--- src/rtl/pic_ctrl_pkg.sv ---
// Shared constants for the programmable interrupt controller.
package pic_ctrl_pkg;

    localparam logic        PIC_CFG_MASK    = 1'b0;
    localparam logic        PIC_CFG_MODE    = 1'b1;
    localparam int unsigned PIC_NUM_IRQ_DEF = 8;

endpackage

--- src/rtl/pic_prio_enc.sv ---
// Lowest-index-first priority encoder; index 0 wins.
module pic_prio_enc #(
    parameter int unsigned NUM_IRQ = 8,
    parameter int unsigned ID_W    = $clog2(NUM_IRQ)
) (
    input  logic [NUM_IRQ-1:0] i_req,
    output logic               o_valid,
    output logic [ID_W-1:0]    o_idx
);

    always_comb begin
        o_valid = |i_req;
        o_idx   = '0;
        for (int i = NUM_IRQ - 1; i >= 0; i--) begin
            if (i_req[i]) begin
                o_idx = ID_W'(i);
            end
        end
    end

endmodule

--- src/rtl/pic_ctrl.sv ---
// Registered programmable interrupt controller: mask/mode config, latched
// pending, ack/eoi handshake and in-service tracking for strict preemption.
module pic_ctrl
    import pic_ctrl_pkg::*;
#(
    parameter int unsigned NUM_IRQ = PIC_NUM_IRQ_DEF,
    parameter int unsigned ID_W    = $clog2(NUM_IRQ)
) (
    input  logic               clk,
    input  logic               rst,
    input  logic [NUM_IRQ-1:0] IRQ,
    input  logic               cfg_we,
    input  logic               cfg_addr,
    input  logic [NUM_IRQ-1:0] cfg_wdata,
    output logic [NUM_IRQ-1:0] cfg_rdata,
    output logic               INT,
    output logic [ID_W-1:0]    INT_NUM,
    input  logic               int_ack,
    input  logic               int_eoi,
    output logic [NUM_IRQ-1:0] pending
);

    logic [NUM_IRQ-1:0] r_irq_q;
    logic [NUM_IRQ-1:0] r_pending;
    logic [NUM_IRQ-1:0] r_mask;
    logic [NUM_IRQ-1:0] r_mode;
    logic [NUM_IRQ-1:0] r_in_service;
    logic               r_int;
    logic [ID_W-1:0]    r_int_num;

    logic               w_cand_valid;
    logic [ID_W-1:0]    w_cand_idx;
    logic               w_lvl_valid;
    logic [ID_W-1:0]    w_lvl_idx;
    logic               w_ack;
    logic [NUM_IRQ-1:0] w_ack_vec;
    logic [NUM_IRQ-1:0] w_eoi_vec;
    logic [NUM_IRQ-1:0] w_edge;
    logic [NUM_IRQ-1:0] w_pending_nxt;
    logic [NUM_IRQ-1:0] w_in_service_nxt;
    logic               w_int_nxt;

    pic_prio_enc #(.NUM_IRQ(NUM_IRQ), .ID_W(ID_W)) u_cand_enc (
        .i_req   (r_pending & r_mask),
        .o_valid (w_cand_valid),
        .o_idx   (w_cand_idx)
    );

    pic_prio_enc #(.NUM_IRQ(NUM_IRQ), .ID_W(ID_W)) u_lvl_enc (
        .i_req   (r_in_service),
        .o_valid (w_lvl_valid),
        .o_idx   (w_lvl_idx)
    );

    // An ack only counts against a request the core can actually see.
    assign w_ack     = int_ack & r_int;
    assign w_ack_vec = w_ack ? (NUM_IRQ'(1) << r_int_num) : '0;
    assign w_eoi_vec = (int_eoi & w_lvl_valid) ? (NUM_IRQ'(1) << w_lvl_idx) : '0;

    // EOI retires the old level before the ack marks the new one.
    assign w_in_service_nxt = (r_in_service & ~w_eoi_vec) | w_ack_vec;

    // A fresh edge beats a simultaneous ack clear.
    assign w_edge        = IRQ & ~r_irq_q;
    assign w_pending_nxt = (r_mode & ((r_pending & ~w_ack_vec) | w_edge)) | (~r_mode & IRQ);

    assign w_int_nxt = w_cand_valid & (~w_lvl_valid | (w_cand_idx < w_lvl_idx));

    always_ff @(posedge clk or posedge rst) begin
        if (rst) begin
            r_irq_q      <= '0;
            r_pending    <= '0;
            r_mask       <= '1;
            r_mode       <= '0;
            r_in_service <= '0;
            r_int        <= 1'b0;
            r_int_num    <= '0;
        end else begin
            r_irq_q      <= IRQ;
            r_pending    <= w_pending_nxt;
            r_in_service <= w_in_service_nxt;
            r_int        <= w_int_nxt;
            r_int_num    <= w_int_nxt ? w_cand_idx : '0;
            if (cfg_we) begin
                if (cfg_addr == PIC_CFG_MODE) begin
                    r_mode <= cfg_wdata;
                end else begin
                    r_mask <= cfg_wdata;
                end
            end
        end
    end

    always_comb begin
        cfg_rdata = r_mask;
        if (cfg_addr == PIC_CFG_MODE) begin
            cfg_rdata = r_mode;
        end
    end

    assign INT     = r_int;
    assign INT_NUM = r_int_num;
    assign pending = r_pending;

endmodule

--- config.mk ---
export PLATFORM = sky130hd
export DESIGN_NAME = pic_ctrl
export DESIGN_NICKNAME = d
export VERILOG_FILES = /design/src/rtl/pic_ctrl_pkg.sv /design/src/rtl/pic_prio_enc.sv /design/src/rtl/pic_ctrl.sv
export SDC_FILE = /design/constraint.sdc
export NUM_CORES = 1
export LEC_CHECK = 0
export ABC_AREA = 1
export ABC_CLOCK_PERIOD_IN_PS = 1800
export CORE_MARGIN = 2
export CORE_UTILIZATION = 50
export DETAILED_ROUTE_END_ITERATION = 6
export GPL_ROUTABILITY_DRIVEN = 1
export GPL_TIMING_DRIVEN = 0
export MAX_ROUTING_LAYER = met4
export PLACE_DENSITY_LB_ADDON = 0.2
export SYNTH_ARGS = -nofsm -noshare
export SYNTH_HDL_FRONTEND = slang
export SYNTH_SLANG_ARGS = --single-unit
--- constraint.sdc ---
create_clock -name clk -period 1.8 [get_ports clk]
set_input_delay 0.36 -clock clk [delete_from_list [all_inputs] [get_ports clk]]
set_output_delay 0.36 -clock clk [all_outputs]
set_load 0.01 [all_outputs]
==> impl_metrics.yaml <==
setup_path:
  regToRegSetupSlack_ns: 0.01
  setup.worst_path.start_class: "flop"
  crit_buf_inv: 2
  cp_cell_sequence: "nor2_2 -> nor3_2 -> nor3_2 -> nor3_2 -> inv_2 -> ha_4 -> nand2_1 -> inv_1 -> nand2_1 -> nand2_1 -> nand2_1 -> nand2_2 -> nor2_1"
  r2r_end: "INT_NUM[0]"
  r2r_cells: 13
  cp.required_ns: 1.99
  critical-path-max-stage-delay_ns: 0.39
  cp-startpoint: "r_in_service[7]"
  path_delay_family: "simple AND/OR/NAND/NOR gates"
  crit_type: "reg -> reg"
  reg2reg_from: "r_in_service[7]"
  worstSetupEndpointType: "flop"
  crit_path_max_fanout: 4
  slowest_stage: "dfrtp_1"
  crit_top_cell: "nand2_1"
  arrival_ns: 1.98
timing:
  report.final.slew_viol_count: 0
  finalSetupViolCount: 0
  worstMarginPinSlew_ns: 0.419
  slew_headroom_pct: 72.1
  skew_ns: 0.00661
  finalCritPeriodShare_pct: 99.5
  fin_worst_hold_slack_ns: 0.409
  rsz0062_at_grt: "true"
  max_freq_ghz: 0.559
  period_needed_ns: 1.79
  final-hold-violation-count: 0
route:
  vias: 1735
  vias_per_cell: 5.01
  drt_iter0_drc: 123
  wl_mm: 4.45
  final_antenna_net_count: 0
  dr.pass1.iters: 4
  drc: 0
  routedWlPerCell_um: 12.9
layout:
  utilization_pct: 67.0
  areaGrowthSynthToFinish_pct: 31.0
  fin_cells: 346
  final_area_um2: 2640
  final_nets: 319
  final_common_cell: "nand2_1"
  layout-drive-gt1-share_pct: 11.1
  mostFrequentLayoutCells: "nand2_1, inv_1, dfrtp_1"
  n_antenna_cell: 0
floorplanning:
  initial_utilization_pct: 51.2
  ios: 42
  dieWidth_um: 67.5
  fp-row-count: 23
  die-height_um: 67.5
  coreArea_um2: 3940
  dieArea_um2: 4560
synth:
  yosysWarnings: 0
  netlist_area_um2: 2020
  ys_types: 21
  ys_seq_elements: 44
  synth_area_leader_cell: "dfrtp_1"
  synth.area.top_cells: "dfrtp_1, nand2_1, dfstp_2"
  synth_top_area_share_pct: 44.7
  syn_inst: 245
  synthesis.nets: 269
  ys_seq_area_share_pct: 55.1
  syn_avg_cell_area_um2: 8.23
clock_network:
  cts_max_level: 2
  cts.sink_count: 44
  clkTransAtPathRegs_ns: 0.08
  numCtsBuffers: 5
  clock_path_buffers: 2
  clock_latency_ns: 0.29
  cts-root-buf: "clkbuf_8"
  postCtsHoldBufs: 0
  tritoncts: "done"
pwr:
  p_leak_nw: 1.29
  p_int_w: 0.00208
  powerDensity_nw_per_um2: 1240
  vdd_drop_max_uv: 612
  pwr-share-seq_pct: 43.2
  total_power_w: 0.00328
  p_clk_share_pct: 19.1
  power_frac_comb_pct: 37.6
  switching_share_pct: 36.6
  p_switching_w: 0.00120
placed_design:
  portBuffers: 40
  place_inst: 336
  globalplace.congestion: 0.810
  dp_hpwl_mm: 3.33
  postPlaceCellArea_um2: 2500
grt:
  met1_usage_pct: 27.4
  grt_pass1_vias: 1619
  top_usage_layer: "met2"
  grt_start_max_net_pins: 45
  met2_usage_pct: 35.3
  grt_use_total_pct: 21.8
  antenna_found_initial: 0
  grt_pass1_wl_mm: 7.11
  grt_overflow_total: 0
  use_met3_pct: 3.17
worst_hold_path:
  hold_class: "in -> async"
job:
  max_cap_viol_count: 0
run_status:
  status: "completed"
[repair_timing]
action / in CTS / in global routing
gates resized for setup: 9 / 8
pin swaps: 0 / 9
setup buffers: 0 / 2
endpoints found under the setup margin: 11 / 4
[state kept, by name, summed over array words and instances, names as in the netlist]
signal and flops:
pending 8, r_in_service 8, r_irq_q 8, r_mask 8, r_mode 8, INT_NUM 3
INT 1
[power by group through the flow]
stage	combinational (W)	sequential (W)	clock, W
2_1_floorplan	0.000723	0.00139	0
4_1_cts	0.00113	0.00139	0.000631
3_3_place_gp	0.00110	0.00140	0
5_1_grt	0.00142	0.00144	0.000667
6_report	0.00123	0.00142	0.000627
3_5_place_dp	0.00114	0.00140	0
[through the flow]
step	worst slack (ns)	setup TNS (ns)
after detailed placement	-0.00791	-0.0178
final	0.00976	0
after floorplan	0.209	0
after global routing	-0.126	-0.486
after global placement	-0.464	-17.56
after CTS	0.0234	0
[area by class of cell]
type / count / area, µm²
Timing Repair Buffer: 43 / 425
Clock buffer: 8 / 90.1
Multi-Input combinational cell: 158 / 791
Fill cell: 323 / 1300
Inverter: 40 / 150
Buffer: 3 / 12.5
Sequential cell: 44 / 1110
Tap cell: 50 / 62.6
[synth_stat cells]
cell	number
clkbuf_1	2
nor3_2	1
a32o_1	8
dfstp_2	8
nor4_2	1
nand2_2	2
o21ai_0	22
a21oi_4	1
nand3_1	3
buf_2	1
nor3_1	5
o21bai_1	1
nand4_1	1
ha_1	2
nand2_1	90
inv_1	39
a21oi_1	2
dfrtp_1	36
inv_2	1
o31ai_1	1
nor2_1	18
[worst reg2reg max path: cells and delay by family, from the launching register on]
family                   cells  cell delay [ns]
AND/OR/NAND/NOR             10             0.91
flip-flops                   1             0.39
adder cells (fa/ha/maj)      1             0.26
buffers and inverters        2             0.13
[logic make-up (layout without fill, tap and decap cells)]
group | count (synthesis) | in the layout | share of synthesized area, %
and+or+nand+nor | 121 | 121 | 24.1
DFF | 44 | 44 | 55.1
buffers and inverters | 43 | 94 | 8.06
AOI/OAI and AO/OA | 35 | 35 | 11.5
adders and majority gates | 2 | 2 | 1.24
[worst max path at each step]
stage / to / slack [ns] / depth (start not counted)
6_report: INT_NUM[0] / 0.01 / 13
5_1_grt: INT_NUM[2] / -0.13 / 13
4_1_cts: INT_NUM[0] / 0.02 / 12
3_5_place_dp: INT_NUM[0] / -0.008 / 12
3_3_place_gp: r_mode[6] / -0.46 / 2
2_1_floorplan: INT_NUM[2] / 0.21 / 12
[routing by layer]
layer / up-vias / wire length, µm / part of all wire, %
li1: 867 / - / -
met3: 9 / 159 / 3.6
met1: 825 / 1940 / 44
met2: 34 / 2260 / 51
met4: 0 / 93 / 2.1
met5: - / 0 / 0
(Power assumes the default switching activity.)
